**config.mk**
```make
export PLATFORM = sky130hd
export DESIGN_NAME = shot_sequencer_flat
export DESIGN_NICKNAME = d
export VERILOG_FILES = /design/src/rtl/shot_sequencer_if.sv /design/src/rtl/shot_sequencer.sv /design/src/flat_wrapper.sv
export SDC_FILE = /design/constraint.sdc
export NUM_CORES = 1
export LEC_CHECK = 0
export ABC_AREA = 1
export CAP_MARGIN = 10
export CORE_UTILIZATION = 54
export DETAILED_ROUTE_END_ITERATION = 10
export PLACE_DENSITY = 0.78
export SYNTH_ARGS = -nofsm -noshare
export SYNTH_HDL_FRONTEND = slang
export SYNTH_SLANG_ARGS = --single-unit
```
**constraint.sdc**
```tcl
create_clock -name clk -period 9.4 [get_ports clk]
set_clock_uncertainty 0.15 [all_clocks]
set_input_delay 2.35 -clock clk [delete_from_list [all_inputs] [get_ports clk]]
set_output_delay 2.35 -clock clk [all_outputs]
set_load 0.1 [all_outputs]
```
**src/rtl/shot_sequencer_if.sv**
```systemverilog
// Bundle between the input checker / cell grid and shot_sequencer.
// master: drives fire_db, row_column, nRow, error, display_state; observes the rest.
// slave:  the sequencer; consumes inputs, drives enables, strobe and status.
interface shot_sequencer_if;
  logic        fire_db;
  logic [3:0]  row_column;
  logic        nRow;
  logic        error;
  logic [31:0] display_state;
  logic [3:0]  row_en;
  logic [3:0]  col_en;
  logic        fire_out;
  logic        busy;
  logic [4:0]  shots_left;
  logic [4:0]  ships_left;
  logic        game_over;
  logic        win;

  modport master (
    output fire_db, row_column, nRow, error, display_state,
    input  row_en, col_en, fire_out, busy, shots_left, ships_left, game_over, win
  );

  modport slave (
    input  fire_db, row_column, nRow, error, display_state,
    output row_en, col_en, fire_out, busy, shots_left, ships_left, game_over, win
  );
endinterface

```
**src/rtl/shot_sequencer.sv**
```systemverilog
// Turn controller for the 4x4 cell grid: turns each accepted fire press into
// one enable/strobe sequence, waits for the cells to settle, scores the grid
// and tracks the shot budget and the win/loss result.
// Ports: clk, reset (sync, active-high), bus (slave modport of shot_sequencer_if)
//   in : fire_db, row_column[3:0], nRow, error, display_state[31:0]
//   out: row_en[3:0], col_en[3:0], fire_out, busy, shots_left[4:0],
//        ships_left[4:0], game_over, win (all registered)
module shot_sequencer #(
  parameter int unsigned MAX_SHOTS  = 12,
  parameter int unsigned SETTLE_CYC = 2
) (
  input  logic             clk,
  input  logic             reset,
  shot_sequencer_if.slave  bus
);
  localparam int unsigned CNT_W  = 4;
  localparam int unsigned SHOT_W = 5;
  localparam int unsigned SHIP_W = 5;
  localparam int unsigned SEL_W  = 4;
  localparam int unsigned CELLS  = 16;

  typedef enum logic [2:0] {
    S_IDLE, S_ARM, S_FIRE, S_SETTLE, S_CHECK, S_DONE
  } state_e;

  state_e              state_q, state_d;
  logic                fire_q, fire_d;
  logic [SEL_W-1:0]    sel_q, sel_d;
  logic                mode_q, mode_d;
  logic [CNT_W-1:0]    cnt_q, cnt_d;
  logic [SEL_W-1:0]    row_en_q, row_en_d;
  logic [SEL_W-1:0]    col_en_q, col_en_d;
  logic                fire_out_q, fire_out_d;
  logic                busy_q, busy_d;
  logic [SHOT_W-1:0]   shots_q, shots_d;
  logic [SHIP_W-1:0]   ships_q, ships_d;
  logic                game_over_q, game_over_d;
  logic                win_q, win_d;

  logic                press_c;
  logic                accept_c;
  logic [SHOT_W-1:0]   shots_dec_c;
  logic [SHIP_W-1:0]   ships_cnt_c;

  // Press detection, selector qualification and saturating budget decrement
  assign fire_d      = bus.fire_db;
  assign press_c     = bus.fire_db & ~fire_q;
  assign accept_c    = press_c & ~bus.error & $onehot(bus.row_column);
  assign shots_dec_c = (shots_q == '0) ? '0 : shots_q - SHOT_W'(1);

  // Number of cells currently holding an unhit ship (01)
  always_comb begin
    ships_cnt_c = '0;
    for (int k = 0; k < CELLS; k++) begin
      if (bus.display_state[2*k +: 2] == 2'b01) ships_cnt_c = ships_cnt_c + SHIP_W'(1);
    end
  end

  // State register
  always_ff @(posedge clk) begin
    if (reset) state_q <= S_IDLE;
    else       state_q <= state_d;
  end

  // Next-state logic; selector/mode are latched only on acceptance
  always_comb begin
    state_d = state_q;
    sel_d   = sel_q;
    mode_d  = mode_q;
    cnt_d   = cnt_q;
    case (state_q)
      S_IDLE: begin
        if (accept_c) begin
          sel_d   = bus.row_column;
          mode_d  = bus.nRow;
          state_d = S_ARM;
        end
      end
      S_ARM:  state_d = S_FIRE;
      S_FIRE: begin
        cnt_d   = CNT_W'(SETTLE_CYC);
        state_d = S_SETTLE;
      end
      S_SETTLE: begin
        cnt_d = cnt_q - CNT_W'(1);
        if (cnt_q <= CNT_W'(1)) state_d = S_CHECK;
      end
      S_CHECK: begin
        // Win takes priority over an exhausted budget
        if (ships_q == '0)          state_d = S_DONE;
        else if (shots_dec_c == '0) state_d = S_DONE;
        else                        state_d = S_IDLE;
      end
      S_DONE:  state_d = S_DONE;
      default: state_d = S_IDLE;
    endcase
  end

  // Output logic: computed from the upcoming state so registered outputs line up with it
  always_comb begin
    row_en_d    = '0;
    col_en_d    = '0;
    fire_out_d  = 1'b0;
    busy_d      = 1'b0;
    game_over_d = 1'b0;
    shots_d     = shots_q;
    win_d       = win_q;
    ships_d     = ships_cnt_c;
    if (state_d == S_ARM || state_d == S_FIRE) begin
      if (mode_d) col_en_d = sel_d;
      else        row_en_d = sel_d;
    end
    fire_out_d  = (state_d == S_FIRE);
    busy_d      = (state_d != S_IDLE) && (state_d != S_DONE);
    game_over_d = (state_d == S_DONE);
    if (state_q == S_CHECK) begin
      shots_d = shots_dec_c;
      win_d   = (ships_q == '0);
    end
  end

  // Datapath and output registers
  always_ff @(posedge clk) begin
    if (reset) begin
      fire_q      <= 1'b0;
      sel_q       <= '0;
      mode_q      <= 1'b0;
      cnt_q       <= '0;
      row_en_q    <= '0;
      col_en_q    <= '0;
      fire_out_q  <= 1'b0;
      busy_q      <= 1'b0;
      shots_q     <= SHOT_W'(MAX_SHOTS);
      ships_q     <= '0;
      game_over_q <= 1'b0;
      win_q       <= 1'b0;
    end else begin
      fire_q      <= fire_d;
      sel_q       <= sel_d;
      mode_q      <= mode_d;
      cnt_q       <= cnt_d;
      row_en_q    <= row_en_d;
      col_en_q    <= col_en_d;
      fire_out_q  <= fire_out_d;
      busy_q      <= busy_d;
      shots_q     <= shots_d;
      ships_q     <= ships_d;
      game_over_q <= game_over_d;
      win_q       <= win_d;
    end
  end

  assign bus.row_en     = row_en_q;
  assign bus.col_en     = col_en_q;
  assign bus.fire_out   = fire_out_q;
  assign bus.busy       = busy_q;
  assign bus.shots_left = shots_q;
  assign bus.ships_left = ships_q;
  assign bus.game_over  = game_over_q;
  assign bus.win        = win_q;
endmodule

```
**src/flat_wrapper.sv**
```systemverilog
// flat-port wrapper written by rule: the top's interface ports become plain ports
module shot_sequencer_flat 
#(
  parameter int unsigned MAX_SHOTS  = 12,
  parameter int unsigned SETTLE_CYC = 2
)
  (clk, reset, bus_fire_db, bus_row_column, bus_nRow, bus_error, bus_display_state, bus_row_en, bus_col_en, bus_fire_out, bus_busy, bus_shots_left, bus_ships_left, bus_game_over, bus_win);
  shot_sequencer_if bus_i ();
  input  logic clk;
  input  logic reset;
  input wire logic [$bits(bus_i.fire_db)-1:0] bus_fire_db;
  input wire logic [$bits(bus_i.row_column)-1:0] bus_row_column;
  input wire logic [$bits(bus_i.nRow)-1:0] bus_nRow;
  input wire logic [$bits(bus_i.error)-1:0] bus_error;
  input wire logic [$bits(bus_i.display_state)-1:0] bus_display_state;
  output wire logic [$bits(bus_i.row_en)-1:0] bus_row_en;
  output wire logic [$bits(bus_i.col_en)-1:0] bus_col_en;
  output wire logic [$bits(bus_i.fire_out)-1:0] bus_fire_out;
  output wire logic [$bits(bus_i.busy)-1:0] bus_busy;
  output wire logic [$bits(bus_i.shots_left)-1:0] bus_shots_left;
  output wire logic [$bits(bus_i.ships_left)-1:0] bus_ships_left;
  output wire logic [$bits(bus_i.game_over)-1:0] bus_game_over;
  output wire logic [$bits(bus_i.win)-1:0] bus_win;
  assign bus_i.fire_db = bus_fire_db;
  assign bus_i.row_column = bus_row_column;
  assign bus_i.nRow = bus_nRow;
  assign bus_i.error = bus_error;
  assign bus_i.display_state = bus_display_state;
  assign bus_row_en = bus_i.row_en;
  assign bus_col_en = bus_i.col_en;
  assign bus_fire_out = bus_i.fire_out;
  assign bus_busy = bus_i.busy;
  assign bus_shots_left = bus_i.shots_left;
  assign bus_ships_left = bus_i.ships_left;
  assign bus_game_over = bus_i.game_over;
  assign bus_win = bus_i.win;
  shot_sequencer #(.MAX_SHOTS(MAX_SHOTS), .SETTLE_CYC(SETTLE_CYC)) u_core (.clk(clk), .reset(reset), .bus(bus_i));
endmodule
```
==> impl_results.md, run 1 <==
* Port Buffer Count at 62
* TritonCTS clock tree: done
* Total standard cell area after synthesis at 3455 sq um
* Synth cell types at 38
* Number of synthesized register bits at 35
* Standard cell core area at 6061 sq um
* Number of max-cap violations at 0
* 1st-pass router iterations at 4
* Final worst hold slack at 0.3214 ns
* Final HPWL from detailed placement at 5.866 mm
* Num CTS Buffers at 5
* Final worst-path setup slack at 0.3782 ns
* Horizontal extent of the die at 81.99 microns
* Critical Path Source Type: primary input
* Global-route usage over all layers at 0.2220
* Cell Int Power at 329.4 uW
* Final cycle utilization of the critical path at 0.9598
* CTS clk-pin slew, worst paths at 0.07 ns
* Pin count of the biggest net entering global routing at 20
* Startpoint-to-endpoint class of the critical path: in2reg
* Max incr delay on CP at 0.46 ns
* Buffer and inverter count on the worst path at 5
* Min-delay worst type: reg2reg
* Post-cts hold buffer count at 0
* Non-filler instance count after layout at 721
* Sequential fraction of design power at 0.279
* Maximum fanout along the worst path at 4
* Leak at 2.360 nW
* Vias after detailed routing at 3571
* Synthesized netlist net count at 621
* Global-route wire length before repair at 12.23 mm
* Fraction of final layout cells sized beyond drive strength 1 at 0.2028
* Synth Warn # at 0
* Worst-Margin Slew at 0.9781 ns
* Peak VDD IR at 121.6 uV
* Clock insertion delay at the later pin of the skew report at 0.28 ns
* Htree depth at 2
* DR vias/cell at 4.953
* Switching share of total power at 0.4210
* Area fraction of the dominant cell type after synthesis at 0.2028
* Clock tree root buffer cell: sky130_fd_sc_hd__clkbuf_8
* Fraction of power consumed by combinational cells at 0.537
* ANT cells at 0
* Final setup violation count at 0
* Number of ports placed on the die boundary at 63
* Number of antenna violations at the first check in global routing at 0
* Vias in the first global route at 3243
* Total wire length at 7.299 mm
* Number of placed cells counting well taps at 709
* Max Clock Freq at 110.8 MHz
* Net Switching at 239.6 uW
* Placement Rows at 28
* Routed len/inst at 10.12 microns
* Number of nets in the layout at 708
* Sequential share of the synthesized area at 0.2028
* Final Max Slew Viols at 0
* Critical Path Sink Type: register
* CP Data Required Time at 9.43 ns
* Clock network power share at 0.184
* Die area at 6722 sq um
* Count of unresolved DRC violations after routing at 0
* Area grow syn2layout at 30.79%
* Detailed Route Iter0 Violations at 97
* Final critical-path required period at 9.022 ns
* CP most frequent cell: sky130_fd_sc_hd__ha_1
* Effective utilization at floorplan at 0.5700
* Remaining global-route overflow at 0
* Buffers from clock root to sink, at most at 2
* Area contributors post-synth: sky130_fd_sc_hd__dfxtp_1, sky130_fd_sc_hd__nand2_1, sky130_fd_sc_hd__inv_1
* Data arrival time of the critical path at 9.05 ns
* Tightest slew margin relative to the limit at 0.3459
* Post-Syn Instances at 558
* Worst setup slack before clock tree synthesis at -0.2298 ns
* Post-Syn Area per Cell at 6.191 sq um
* Height of the chip at 81.99 microns
* Result of the run: completed
* Kind of cell with the highest combined delay on the critical path: simple AND/OR/NAND/NOR gates
* Clk sink count at 35
* Layout Utilization at 0.7455
* Power per Cell Area at 125.9 nW/um^2
* Hold violation count in the final report at 0
* Post-route antenna net violation count at 0
* Max stage delay cell, worst path: sky130_fd_sc_hd__clkdlybuf4s50_1
* Yosys top cell by area: sky130_fd_sc_hd__dfxtp_1
* Last weighted congestion value of the routability-driven placer at 0.8187
## layout make-up
| class | instances | area, sq um |
|---|---|---|
| Clock buffer | 6 | 72.57 |
| Clock inverter | 2 | 12.51 |
| Fill cell | 520 | 1543 |
| Inverter | 118 | 442.9 |
| Multi-Input combinational cell | 403 | 2425 |
| Sequential cell | 35 | 700.7 |
| Tap cell | 75 | 93.84 |
| Timing Repair Buffer | 82 | 770.7 |
## metrics by stage
step | instance area [sq um] | power, mW | TNS (ns)
2_1_floorplan | 3455 | 0.3646 | 0
3_3_place_gp | 4282 | 0.4299 | -0.01770
3_5_place_dp | 4282 | 0.4397 | -0.5430
4_1_cts | 4367 | 0.5434 | 0
5_1_grt | 4518 | 0.6131 | -0.06354
6_report | 4518 | 0.5690 | 0
## layout by cell type (no fill, tap or decap), types with 3 or more instances in the layout
cell type,count
sky130_fd_sc_hd__clkbuf_8,5
sky130_fd_sc_hd__nand2_1,112
sky130_fd_sc_hd__nand2_4,15
sky130_fd_sc_hd__dfxtp_1,35
sky130_fd_sc_hd__buf_4,20
sky130_fd_sc_hd__clkdlybuf4s50_1,62
sky130_fd_sc_hd__o21ai_2,9
sky130_fd_sc_hd__inv_1,107
sky130_fd_sc_hd__xor2_1,4
sky130_fd_sc_hd__nand4_1,4
sky130_fd_sc_hd__ha_1,19
sky130_fd_sc_hd__nor3_1,6
sky130_fd_sc_hd__nand2_2,35
sky130_fd_sc_hd__nand3_1,44
sky130_fd_sc_hd__inv_2,9
sky130_fd_sc_hd__a21oi_1,17
sky130_fd_sc_hd__nand3_2,9
sky130_fd_sc_hd__nand3_4,5
sky130_fd_sc_hd__nand3b_1,3
sky130_fd_sc_hd__nor2_1,63
sky130_fd_sc_hd__or2_2,8
sky130_fd_sc_hd__o21ai_1,4
sky130_fd_sc_hd__nor2_2,4
sky130_fd_sc_hd__mux2i_1,4
sky130_fd_sc_hd__o21ai_0,10
## worst paths after layout
check,startpoint,endpoint,slack [ns],cells after the start
min,u_core.cnt_q[3],u_core.cnt_q[3],0.32,1
max reg2reg,u_core.state_q[2],u_core.bus.row_en[2],7.42,7
min reg2reg,u_core.cnt_q[3],u_core.cnt_q[3],0.32,1
max,bus_display_state[2],u_core.bus.ships_left[4],0.38,45
## cells by family after synthesis
kind of cell	count (synthesis)	synth area share
mux	5	0.01449
xor+xnor	8	0.02028
simple gates	316	0.4650
fa+ha+maj	22	0.08185
compound gates	52	0.08511
buf+inv	120	0.1304
flops	35	0.2028
## layer usage
metal,part of all wire,global-route usage,vias up
li1,-,-,1919
met1,0.45,0.2478,1592
met2,0.52,0.4339,56
met3,0.028,0.03667,4
met4,0.0059,0.04386,0
met5,0,0,-
## Yosys cell counts
cell and n:
sky130_fd_sc_hd__inv_2 7, sky130_fd_sc_hd__a21oi_1 17, sky130_fd_sc_hd__nor3_1 6, sky130_fd_sc_hd__nand2_1 123, sky130_fd_sc_hd__o21bai_1 1, sky130_fd_sc_hd__or2_1 1, sky130_fd_sc_hd__a31oi_1 2, sky130_fd_sc_hd__nor2_1 65
sky130_fd_sc_hd__nand3_1 44, sky130_fd_sc_hd__clkbuf_1 1, sky130_fd_sc_hd__nand2_4 13, sky130_fd_sc_hd__o21ai_2 1, sky130_fd_sc_hd__buf_1 1, sky130_fd_sc_hd__nand3_4 5, sky130_fd_sc_hd__o21ai_1 9, sky130_fd_sc_hd__nand2_2 26
sky130_fd_sc_hd__o21ai_0 13, sky130_fd_sc_hd__or2_2 10, sky130_fd_sc_hd__mux2i_1 5, sky130_fd_sc_hd__a221oi_1 1, sky130_fd_sc_hd__o211ai_1 2, sky130_fd_sc_hd__nor3_2 1, sky130_fd_sc_hd__o21a_1 1, sky130_fd_sc_hd__xor2_1 4
sky130_fd_sc_hd__nand4_1 4, sky130_fd_sc_hd__fa_1 1, sky130_fd_sc_hd__a41oi_1 1, sky130_fd_sc_hd__nor2_2 4, sky130_fd_sc_hd__clkinv_1 2, sky130_fd_sc_hd__nand3_2 9, sky130_fd_sc_hd__nand3b_1 3, sky130_fd_sc_hd__xnor2_1 4
sky130_fd_sc_hd__nor4_1 2, sky130_fd_sc_hd__a211oi_1 2, sky130_fd_sc_hd__o31ai_1 2, sky130_fd_sc_hd__inv_1 109, sky130_fd_sc_hd__dfxtp_1 35, sky130_fd_sc_hd__ha_1 21
## worst reg2reg max path, delay by kind of cell, from the launching register on
kind	cells	cell delay (ns)
AOI/OAI and AO/OA	1	0.36
and+or+nand+nor	5	0.97
buffers and inverters	1	0.10
DFF	1	0.34
## flip-flops by register name, indices dropped and copies added, names as in the netlist
register / count
u_core.cnt_q: 4
u_core.bus.game_over: 1
u_core.bus.row_en: 4
u_core.mode_q: 1
u_core.fire_q: 1
u_core.bus.fire_out: 1
u_core.state_q: 3
u_core.sel_q: 4
u_core.bus.shots_left: 5
u_core.bus.col_en: 4
u_core.bus.ships_left: 5
u_core.bus.busy: 1
u_core.bus.win: 1
## timing repair
action,in CTS,in global routing
endpoints found under the hold margin,0,0
buffers inserted,0,4
gates resized for setup,0,37
endpoints found under the setup margin,0,4
## power by group through the flow
stage | logic, mW | registers, mW | clock network (mW)
floorplan | 0.170 | 0.195 | 0
global placement | 0.268 | 0.162 | 0
global route | 0.341 | 0.160 | 0.112
CTS | 0.279 | 0.159 | 0.106
detailed placement | 0.278 | 0.162 | 0
finish | 0.305 | 0.159 | 0.105
No activity file was read; power rests on OpenSTA's default activity.
==> run 2: changes to the inputs <==
Settings changed: SLEW_MARGIN from default to 20.
==> results of run 2 <==
Same layout as run 1: the final DEF is identical, and so are final timing and power.
